**config.mk**
```make
export PLATFORM = sky130hd
export DESIGN_NAME = regfile_port_arbiter
export DESIGN_NICKNAME = d
export VERILOG_FILES = /design/src/rtl/regfile_port_arbiter.sv
export SDC_FILE = /design/constraint.sdc
export NUM_CORES = 1
export LEC_CHECK = 0
export ABC_AREA = 1
export CAP_MARGIN = 5
export CORE_MARGIN = 4
export CORE_UTILIZATION = 45
export DETAILED_ROUTE_END_ITERATION = 10
export PLACE_DENSITY_LB_ADDON = 0.1
export SLEW_MARGIN = 15
export SYNTH_ARGS = -nofsm -noshare
export SYNTH_HDL_FRONTEND = slang
export SYNTH_SLANG_ARGS = --single-unit
```
**constraint.sdc**
```tcl
create_clock -name clk -period 3.1 [get_ports clk]
set_clock_uncertainty 0.05 [all_clocks]
set_input_delay 0.465 -clock clk [delete_from_list [all_inputs] [get_ports clk]]
set_output_delay 0.465 -clock clk [all_outputs]
set_load 0.01 [all_outputs]
```
**src/rtl/regfile_port_arbiter.sv**
```systemverilog
// Single-port register-file SRAM arbiter: write-priority with bounded read starvation and rs1/rs2 round-robin.
// Optional macro REGFILE_X0_ZERO_EN hardwires address 0 to zero.
module regfile_port_arbiter #(
   parameter int ADDR_WIDTH   = 5,
   parameter int DATA_WIDTH   = 32,
   parameter int STARVE_LIMIT = 4
) (
   input  logic                  clk,
   input  logic                  rst,
   input  logic                  rs1_req,
   input  logic [ADDR_WIDTH-1:0] rs1_addr,
   output logic                  rs1_gnt,
   output logic                  rs1_valid,
   output logic [DATA_WIDTH-1:0] rs1_data,
   input  logic                  rs2_req,
   input  logic [ADDR_WIDTH-1:0] rs2_addr,
   output logic                  rs2_gnt,
   output logic                  rs2_valid,
   output logic [DATA_WIDTH-1:0] rs2_data,
   input  logic                  wr_req,
   input  logic [ADDR_WIDTH-1:0] wr_addr,
   input  logic [DATA_WIDTH-1:0] wr_data,
   output logic                  wr_gnt,
   output logic                  sram_we,
   output logic [ADDR_WIDTH-1:0] sram_addr,
   output logic [DATA_WIDTH-1:0] sram_din,
   input  logic [DATA_WIDTH-1:0] sram_dout
);

   localparam int CW = $clog2(STARVE_LIMIT + 1);
   localparam logic [CW-1:0] LIMIT = CW'(STARVE_LIMIT);

   logic          rr_ptr_q, rr_ptr_d;
   logic [CW-1:0] starve_cnt_q, starve_cnt_d;
   logic [1:0]    pend_q, pend_d;
   logic [DATA_WIDTH-1:0] hold1_q, hold1_d, hold2_q, hold2_d;
   logic [DATA_WIDTH-1:0] rd1_val, rd2_val;
   logic          any_rd;
   logic          wr_commit;

   // Grants are gated by reset so nothing reaches the SRAM while rst is high
   always_comb begin
      any_rd  = rs1_req | rs2_req;
      wr_gnt  = 1'b0;
      rs1_gnt = 1'b0;
      rs2_gnt = 1'b0;
      if (!rst) begin
         if (wr_req && (!any_rd || starve_cnt_q != LIMIT)) begin
            wr_gnt = 1'b1;
         end else if (rs1_req && (!rs2_req || !rr_ptr_q)) begin
            rs1_gnt = 1'b1;
         end else if (rs2_req) begin
            rs2_gnt = 1'b1;
         end
      end
   end

`ifdef REGFILE_X0_ZERO_EN
   logic [1:0] zero_q, zero_d;

   always_comb begin
      wr_commit = wr_gnt && (wr_addr != '0);
      zero_d    = {rs2_gnt && (rs2_addr == '0), rs1_gnt && (rs1_addr == '0)};
      rd1_val   = zero_q[0] ? '0 : sram_dout;
      rd2_val   = zero_q[1] ? '0 : sram_dout;
   end

   always_ff @(posedge clk or posedge rst) begin
      if (rst) zero_q <= '0;
      else     zero_q <= zero_d;
   end
`else
   always_comb begin
      wr_commit = wr_gnt;
      rd1_val   = sram_dout;
      rd2_val   = sram_dout;
   end
`endif

   always_comb begin
      sram_we   = 1'b0;
      sram_addr = '0;
      sram_din  = '0;
      if (wr_gnt) begin
         sram_we   = wr_commit;
         sram_addr = wr_addr;
         sram_din  = wr_data;
      end else if (rs1_gnt) begin
         sram_addr = rs1_addr;
      end else if (rs2_gnt) begin
         sram_addr = rs2_addr;
      end
   end

   always_comb begin
      rs1_valid = pend_q[0];
      rs2_valid = pend_q[1];
      rs1_data  = rs1_valid ? rd1_val : hold1_q;
      rs2_data  = rs2_valid ? rd2_val : hold2_q;
   end

   // Pointer names the port that did not win last; counter only tracks writes that block a waiting read
   always_comb begin
      rr_ptr_d = rr_ptr_q;
      if (rs1_gnt)      rr_ptr_d = 1'b1;
      else if (rs2_gnt) rr_ptr_d = 1'b0;

      starve_cnt_d = starve_cnt_q;
      if (!any_rd || rs1_gnt || rs2_gnt)     starve_cnt_d = '0;
      else if (wr_gnt && starve_cnt_q != LIMIT) starve_cnt_d = starve_cnt_q + CW'(1);

      pend_d  = {rs2_gnt, rs1_gnt};
      hold1_d = rs1_valid ? rs1_data : hold1_q;
      hold2_d = rs2_valid ? rs2_data : hold2_q;
   end

   always_ff @(posedge clk or posedge rst) begin
      if (rst) begin
         rr_ptr_q     <= 1'b0;
         starve_cnt_q <= '0;
         pend_q       <= '0;
         hold1_q      <= '0;
         hold2_q      <= '0;
      end else begin
         rr_ptr_q     <= rr_ptr_d;
         starve_cnt_q <= starve_cnt_d;
         pend_q       <= pend_d;
         hold1_q      <= hold1_d;
         hold2_q      <= hold2_d;
      end
   end

endmodule

```
==> qor.txt <==
Clock transition at path regs = 80 ps
R2r startpoint = pend_q[1]$_DFF_PP0_
IO Pins = 191
Mapped Area = 0.00412 mm^2
Yosys reg bits = 70
Routed Antenna Nets = 0
Max Buffers Root-to-Sink = 2
WHS = 437 ps
Setup ws final = 216 ps
Cells on Worst Hold Path = 1
Fraction of registers with async set/reset = 100%
Final setup vio count = 0
Most frequent cells in the layout = clkdlybuf4s50_1, mux2_2, dfrtp_1
Crit Path Max Fanout = 16
Final net count = 617
Least-Margin Pin Slew = 890 ps
Post-layout min period = 2880 ps
RSZ-0062 raised after global routing = no
Worst flop-to-flop path endpoint = hold2_q[22]$_DFFE_PP0P_
Initial DRC count = 104
Syn Area/Cell = 12.1 um^2
Number of CTS-inserted buffers = 9
Antenna violations before repair = 0
EDFF count, synth = 0
Layout area overhead = 53.1%
Initial Util = 46.8%
Die Height = 104 um
CTS HTree Levels = 3
CP Data Required Time = 2580 ps
Die width = 104 um
Final Hold Violating Endpoints = 0
Critical path class = reg -> out
Pwr Total = 3.28 mW
Post-Syn Instances = 341
Setup TNS = 0 ps
Post-Layout Cell Count = 643
Via density = 4.80
Yosys warns = 0
Residual DRC = 0
Max-Cap Viols = 0
Post-DR wirelength/cell = 15.7 um
Primary FF master, synth = dfrtp_1
Core area = 0.00881 mm^2
Vias in the first global route = 3,264
F_max = 347 MHz
Routed via count = 3,089
Clock Sinks = 70
CP endpoint kind = primary output
Number of port buffers = 190
Post-CTS sizing = 0
Post-Syn Nets = 427
Post-Place Worst Slack = 248 ps
Power per cell area = 520 mW/mm^2
FILL cells = 637
Most common cell after layout, fill and taps aside = clkdlybuf4s50_1
Seq/Total Area, Yosys = 42.5%
R2R depth = 2
CTS tree = yes
Crit share post-route = 93.0%
Util after Layout = 71.7%
Row Count = 34
Worst vdd ir = 0.000377 V
# hold bufs at CTS = 0
Grt ovf = 0
Die area = 0.0108 mm^2
Status = finished, final reports clean
Post-route cell area = 0.00631 mm^2
Pin count of the biggest net entering global routing = 72
Max transition margin = 40.7%
Final weighted congestion in routability-driven placement = 0.843
CP arrival = 2370 ps
R2R setup slack = 1680 ps
Leakage = 2.63 nW
Worst Hold Class = reg -> reg
Area after DPL = 0.00611 mm^2
All-Layer GR Usage = 18.8%
Clk Latency, worst-skew pair = 330 ps
1st-pass router iterations = 4
Number of diodes = 0
Layout cell share with drive strength beyond 1 = 32.3%
Hold Startpoint = hold1_q[8]$_DFFE_PP0P_
Post-synthesis cell type count = 23
DP HPWL = 7.76 mm
Postcts setup bufs = 0
Clk root buf = clkbuf_8
DRT Wirelength = 10.1 mm
First-pass GRT wire length = 16.5 mm
DP Cell Count = 628
Final Max Tran Viols = 0
Worst Hold Endpoint = hold1_q[8]$_DFFE_PP0P_
Startpoint Class = flip-flop
[cell usage after synthesis, types with 2 or more instances]
| cell type | instances | area [um^2] |
|---|---|---|
| nor2_4 | 30 | 338 |
| a21oi_2 | 3 | 26.3 |
| buf_12 | 3 | 60.1 |
| inv_2 | 3 | 11.3 |
| mux2_1 | 22 | 248 |
| nor2_1 | 3 | 11.3 |
| buf_2 | 14 | 70.1 |
| mux2_2 | 106 | 1190 |
| nand2_2 | 3 | 18.8 |
| dfrtp_1 | 70 | 1750 |
| nand2_1 | 28 | 105 |
| nand3_1 | 5 | 25.0 |
| inv_1 | 40 | 150 |
| ha_1 | 2 | 25.0 |
[power breakdown]
part	switching (mW)	leakage [nW]	internal [mW]
Clock	0.339	0.0948	0.391
Combinational	0.477	1.70	0.835
Sequential	0.105	0.837	1.13
Total	0.921	2.63	2.36
[worst max path at each step]
stage / start / end / slack [ps] / cells after the start
floorplan: rst / sram_addr[0] / 670 / 7
global placement: rs2_req / sram_din[19] / 290 / 10
detailed placement: rs1_req / sram_din[10] / 250 / 10
CTS: starve_cnt_q[0]$_DFFE_PP0P_ / sram_din[19] / 190 / 11
global route: starve_cnt_q[0]$_DFFE_PP0P_ / sram_din[20] / 70 / 11
finish: starve_cnt_q[0]$_DFFE_PP0P_ / sram_din[10] / 220 / 11
[kinds of logic (layout without fill, tap and decap cells)]
group	count (synthesis)	in the layout	synth area share [%]
AO/OA/AOI/OAI	6	6	1.12
XOR/XNOR	1	1	0.212
adder cells (fa/ha/maj)	2	2	0.607
buffers and inverters	62	256	7.53
flip-flops	70	70	42.5
multiplexers	128	128	35.0
AND/OR/NAND/NOR	72	72	13.1
[flip-flops by register name, summed over array words and instances, names as in the netlist]
signal	count
hold1_q	32
hold2_q	32
pend_q	2
rr_ptr_q	1
starve_cnt_q	3
[area by class of cell]
class | count | area, um^2 | area share (%)
clock inverter | 5 | 58.8 | 0.932
clock buffer | 10 | 138 | 2.18
inverter | 44 | 173 | 2.74
timing repair buffer | 197 | 1990 | 31.6
tap | 108 | 135 | 2.14
multi-input combinational | 209 | 2060 | 32.7
sequential | 70 | 1750 | 27.8
[worst max-delay path, cell delays in order (launching register included)]
cell and delay [ps]:
dfrtp_1 380, inv_1 70, ha_1 220, nand2_1 70, inv_1 40, nand2_2 70
nand2_4 80, nor2_8 180, inv_8 120, buf_12 180, nor2_4 70, clkdlybuf4s50_1 540
[layer usage]
metal  track usage, %  share of wire, %  up-vias
met3             6.03               6.0       15
met1             22.1                41     1461
met5                0                 0        -
li1                 -                 -     1510
met2             32.8                51      103
met4             6.08               2.0        0
Note: power is estimated with default switching activity, not from simulation.
